$ cat src/rtl/rot_buf_arbiter.sv
// Rotation frame-buffer port owner: rotates the incoming pixel stream into column-major
// writes, queues them in a small FIFO, and shares the single RAM port with scanout reads.
module rot_buf_arbiter #(
    parameter int unsigned WIDTH      = 256,
    parameter int unsigned HEIGHT     = 224,
    parameter int unsigned DW         = 8,
    parameter int unsigned AW         = 16,
    parameter int unsigned FIFO_DEPTH = 4
) (
    input  logic          clk_sys,
    input  logic          reset_n,
    input  logic          ce_in,
    input  logic [DW-1:0] video_in,
    input  logic          hblank,
    input  logic          vblank,
    input  logic          rd_req,
    input  logic [AW-1:0] rd_addr,
    output logic          rd_valid,
    output logic [DW-1:0] rd_data,
    input  logic          clr_req,
    output logic          clr_busy,
    input  logic          ovf_clr,
    output logic          overflow,
    output logic          frame_done,
    output logic [AW-1:0] ram_addr,
    output logic          ram_we,
    output logic [DW-1:0] ram_din,
    input  logic [DW-1:0] ram_dout
);

    localparam int unsigned XW = $clog2(WIDTH) + 1;
    localparam int unsigned YW = $clog2(HEIGHT) + 1;
    localparam int unsigned PW = $clog2(FIFO_DEPTH);
    localparam int unsigned CW = PW + 1;
    localparam logic [AW-1:0] LastAddr = AW'(WIDTH * HEIGHT - 1);

    typedef enum logic {StRun, StClear} state_e;

    state_e        state;
    logic [AW-1:0] clr_ptr;
    logic [XW-1:0] x;
    logic [YW-1:0] y;
    logic          y_done;
    logic          vblank_q;
    logic          rd_p1;

    logic [AW-1:0] fifo_addr [FIFO_DEPTH];
    logic [DW-1:0] fifo_pix  [FIFO_DEPTH];
    logic [PW-1:0] wr_ptr, rd_ptr;
    logic [CW-1:0] count;

    logic          active, flush, pop, fifo_full, push_ok, push, drop_ovf, clr_wr;
    logic [AW-1:0] push_addr;

    always_comb begin
        active    = ce_in & ~hblank & ~vblank;
        flush     = (state == StRun) & clr_req;
        pop       = ~rd_req & (state == StRun) & (count != '0);
        fifo_full = (count == CW'(FIFO_DEPTH));
        // Pushes are ignored while clearing, on the clr_req cycle, and past the last line.
        push_ok   = active & (state == StRun) & ~clr_req & ~y_done;
        push      = push_ok & (~fifo_full | pop);
        drop_ovf  = push_ok & fifo_full & ~pop;
        clr_wr    = ~rd_req & (state == StClear);
        push_addr = AW'(x) * AW'(HEIGHT) + AW'(HEIGHT - 1) - AW'(y);
    end

    // Reads win the port outright; otherwise drain the FIFO, otherwise sweep.
    always_comb begin
        ram_addr = '0;
        ram_we   = 1'b0;
        ram_din  = '0;
        if (rd_req) begin
            ram_addr = rd_addr;
        end else if (pop) begin
            ram_addr = fifo_addr[rd_ptr];
            ram_din  = fifo_pix[rd_ptr];
            ram_we   = 1'b1;
        end else if (clr_wr) begin
            ram_addr = clr_ptr;
            ram_we   = 1'b1;
        end
    end

    always_ff @(posedge clk_sys) begin
        if (push) begin
            fifo_addr[wr_ptr] <= push_addr;
            fifo_pix[wr_ptr]  <= video_in;
        end
    end

    always_ff @(posedge clk_sys) begin
        if (!reset_n || flush) begin
            wr_ptr <= '0;
            rd_ptr <= '0;
            count  <= '0;
        end else begin
            if (push) wr_ptr <= wr_ptr + PW'(1);
            if (pop)  rd_ptr <= rd_ptr + PW'(1);
            if (push && !pop)      count <= count + CW'(1);
            else if (!push && pop) count <= count - CW'(1);
        end
    end

    always_ff @(posedge clk_sys) begin
        if (!reset_n) begin
            x      <= '0;
            y      <= '0;
            y_done <= 1'b0;
        end else if (vblank) begin
            x      <= '0;
            y      <= '0;
            y_done <= 1'b0;
        end else if (active) begin
            x <= x + XW'(1);
        end else if (ce_in && hblank && x != '0) begin
            x <= '0;
            if (y == YW'(HEIGHT - 1)) y_done <= 1'b1;
            else                      y      <= y + YW'(1);
        end
    end

    always_ff @(posedge clk_sys) begin
        if (!reset_n) begin
            overflow   <= 1'b0;
            frame_done <= 1'b0;
            vblank_q   <= 1'b0;
            rd_p1      <= 1'b0;
            rd_valid   <= 1'b0;
            rd_data    <= '0;
        end else begin
            if (drop_ovf)     overflow <= 1'b1;
            else if (ovf_clr) overflow <= 1'b0;
            frame_done <= vblank & ~vblank_q;
            vblank_q   <= vblank;
            rd_p1      <= rd_req;
            rd_valid   <= rd_p1;
            if (rd_p1) rd_data <= ram_dout;
        end
    end

    always_ff @(posedge clk_sys) begin
        if (!reset_n) begin
            state    <= StRun;
            clr_ptr  <= '0;
            clr_busy <= 1'b0;
        end else begin
            unique case (state)
                StRun: begin
                    if (clr_req) begin
                        state    <= StClear;
                        clr_ptr  <= '0;
                        clr_busy <= 1'b1;
                    end
                end
                StClear: begin
                    if (clr_wr) begin
                        if (clr_ptr == LastAddr) begin
                            state    <= StRun;
                            clr_busy <= 1'b0;
                        end else begin
                            clr_ptr <= clr_ptr + AW'(1);
                        end
                    end
                end
                default: state <= StRun;
            endcase
        end
    end

endmodule

$ cat config.mk
export PLATFORM = sky130hd
export DESIGN_NAME = rot_buf_arbiter
export DESIGN_NICKNAME = d
export VERILOG_FILES = /design/src/rtl/rot_buf_arbiter.sv
export SDC_FILE = /design/constraint.sdc
export NUM_CORES = 1
export LEC_CHECK = 0
export ABC_AREA = 1
export BUFFER_PORTS_ARGS = -buffer_cell sky130_fd_sc_hd__buf_2
export CORE_MARGIN = 10
export CORE_UTILIZATION = 50
export DETAILED_ROUTE_END_ITERATION = 6
export PLACE_DENSITY = 0.69
export SYNTH_ARGS = -nofsm -noshare
export SYNTH_HDL_FRONTEND = slang
export SYNTH_SLANG_ARGS = --single-unit
$ cat constraint.sdc
create_clock -name clk_sys -period 6.1 [get_ports clk_sys]
set_clock_uncertainty 0.15 [all_clocks]
set_input_delay 0.915 -clock clk_sys [delete_from_list [all_inputs] [get_ports clk_sys]]
set_output_delay 0.915 -clock clk_sys [all_outputs]
set_load 0.01 [all_outputs]
==> metrics.cfg <==
[cts]
cts-resized-gates = 0
worst_skew_pair.late_latency_ns = 0.42
cts-buffers-inserted = 17
numClockSinks = 155
tritoncts = yes
cts_root_buf = clkbuf_16
cts.clk_slew.worst_paths_ns = 0.06
post-cts-setup-buffers = 0
number_of_levels_in_the_clock_h_tree = 4
ctsLongestPathBuffers = 2
cts-hold-fix-buffers = 0

[sta]
fin_crit_sh = 0.609
tightestPinTransition_ns = 1.01
slew_viol_final = 0
grt_setup_unrepaired = false
setup_total_neg_slack_ns = 0
hold_viol_final = 0
worst_slew_margin_relative_to_its_limit = 0.325
fin_crit_ns = 3.72
finalSetupViolations = 0
max_freq_mhz = 269

[flow_run]
max_cap_viol_count = 0

[synthesis]
postSynthAreaPerCell_sq_um = 9.07
synth-main-ff-cell = edfxtp_1
number_of_synthesized_register_bits = 155
mappedNetlistArea_sq_um = 7800
synth_top_area_share = 0.369
ys.warnings.count = 0
synth_top_cells_by_area = edfxtp_1 (37%), dfxtp_1 (15%), nand2_1 (7.1%), ha_1 (6.1%), nor2_1 (5.4%)
postSynthCellCount = 861
synth-seq-area-share = 0.521
synth_enable_flop_cells = 96
synthDistinctLibCells = 40
mapped_nets = 950
synth_largest_area_cell = edfxtp_1
ys_async_sr_fraction = 0

[worst_setup_path]
r2r_setup_slack_ns = 2.47
arrival_ns = 2.65
rr_worst_depth = 14
critPathRequiredTime_ns = 5.03
path_class = reg -> out
critPathCaptureType = primary output
endpoint = ram_addr[14]
cp-start-kind = register
critPathMaxFanout = 49
r2r-end = fifo_addr[1][14]$_DFFE_PP_
worstReg2RegStart = x[2]$_SDFFE_PP0P_

[die]
die_height_um = 145
num_rows = 45
die-width_um = 145
ios = 77
core_area_sq_um = 15300
starting_density = 0.512
die-area_sq_um = 21000

[grt]
grt_overall_usage = 0.164
antenna_found_initial = 0
global_route_wire_length_before_repair_mm = 28.4
maximum_number_of_pins_on_one_net_before_global_route_repair = 50
globalRouteOverflowTotal = 0
grt_pass1_vias = 5641

[route]
vias = 6036
post_drt_wl_per_cell_um = 14.8
detail_route.first_pass.iterations = 5
drt-vias-per-instance = 5.19
drc_errors = 0
initialDrtViolationCount = 370
remaining_antenna_violation_count = 0
routed_wl_mm = 17.2

[layout]
multi_input_comb_area_sq_um = 3270
layout.filler_cells = 1358
post-route-cell-area_sq_um = 8990
syn_to_final_growth_pct = 15.2
final_net_count = 1028
antenna_cells_inserted = 0
commonest_non_fill_non_tap_cell_in_the_layout = nand2_1
drive_above_1_share = 0.145
final-seq-area_sq_um = 4060
most-common-layout-cells = nand2_1 (148), nor2_1 (108), edfxtp_1 (96), inv_1 (94)

[power]
irDropWorstVdd_uv = 242
power.density_nw_per_um2 = 253
power.static_leakage_nw = 3.59

[place]
placedInstanceArea_sq_um = 8410
numPortBuffers = 76
place_congestion = 0.943
dp_hpwl_mm = 12.3

[hold_path]
hold_path_class = reg -> reg

[run_status]
outcome = finished, final reports clean

-- cell usage after synthesis (3+ instances only) --
cell      count
inv_2         6
xor2_1       11
nor2_2        4
nand2_1     148
nand4_1      12
o21ai_1       3
clkbuf_1     18
nor3_1       10
a22oi_1       3
nand3_1      40
inv_1        94
o21ai_0      76
a211oi_1      5
ha_1         38
o211ai_1     13
xnor2_1       4
edfxtp_1     96
dfxtp_1      59
fa_1         11
nor2_1      112
a21oi_1      56
o22ai_1      16
buf_2         3
-- state kept, by name, summed over array words and instances, names as in the netlist, 3 cells and up, named ones only --
name and cells:
y 9, clr_ptr 16, rd_data 8, fifo_pix 32, count 3, fifo_addr 64, x 9
-- critical path, cell delays in order, from the launching register on --
cell and delay [ns]:
dfxtp_1 0.31, buf_4 0.41, inv_1 0.31, buf_4 0.33, o21ai_0 0.20, o22ai_1 0.13
a22oi_1 0.24, nand2_1 0.12, buf_2 0.16
-- how the worst min path moves through the flow --
stage                                   start                    end  slack [ns]  depth (start not counted)
final                     vblank_q$_SDFF_PN0_  frame_done$_SDFF_PN0_        0.24                          1
after global routing      vblank_q$_SDFF_PN0_  frame_done$_SDFF_PN0_        0.28                          1
after CTS                 vblank_q$_SDFF_PN0_  frame_done$_SDFF_PN0_        0.25                          1
after detailed placement  vblank_q$_SDFF_PN0_  frame_done$_SDFF_PN0_        0.22                          1
after global placement    vblank_q$_SDFF_PN0_  frame_done$_SDFF_PN0_        0.23                          1
after floorplan           vblank_q$_SDFF_PN0_  frame_done$_SDFF_PN0_        0.22                          1
-- metrics by stage --
step / power [mW] / util / hold WS (ns) / instances / worst slack (ns)
after CTS: 2.29 / 0.589 / 0.245 / 1163 / 2.39
after floorplan: 1.23 / - / 0.218 / 861 / 2.71
after global routing: 2.37 / 0.589 / 0.276 / 1163 / 2.13
after detailed placement: 1.28 / 0.551 / 0.224 / 1131 / 2.28
final: 2.28 / 0.589 / 0.244 / 1163 / 2.38
after global placement: 1.28 / 0.551 / 0.232 / 1131 / 2.39
-- layout make-up --
| cell class | instances | area share |
|---|---|---|
| clock inverters | 15 | 0.0174 |
| flip-flops and latches | 155 | 0.452 |
| multi-input cells | 581 | 0.364 |
| well taps | 211 | 0.0294 |
| repair buffers | 83 | 0.0481 |
| clock buffers | 17 | 0.0473 |
| inverters | 101 | 0.0422 |
-- power breakdown --
part | switching [mW] | internal (mW) | total (mW) | leakage (nW)
sequential | 0.00700 | 1.12 | 1.13 | 1.30
combinational | 0.0843 | 0.0449 | 0.129 | 2.01
clock | 0.444 | 0.577 | 1.02 | 0.277
-- metal layers --
metal / global-route usage / vias to the layer above / wire length [um]
met3: 0.0369 / 12 / 900
li1: - / 3079 / -
met1: 0.218 / 2814 / 7950
met2: 0.260 / 131 / 8170
met5: 0 / - / 0
met4: 0.0480 / 0 / 146
-- cells by family (layout without fill, tap and decap cells) --
logic type | after synthesis | count (layout) | share of synthesized area
adders and majority gates | 49 | 49 | 0.0891
and+or+nand+nor | 337 | 337 | 0.184
buffers and inverters | 125 | 216 | 0.0616
DFF | 155 | 155 | 0.521
AOI/OAI and AO/OA | 180 | 180 | 0.127
xor gates and xnor gates | 15 | 15 | 0.0168
(Power assumes the default switching activity.)
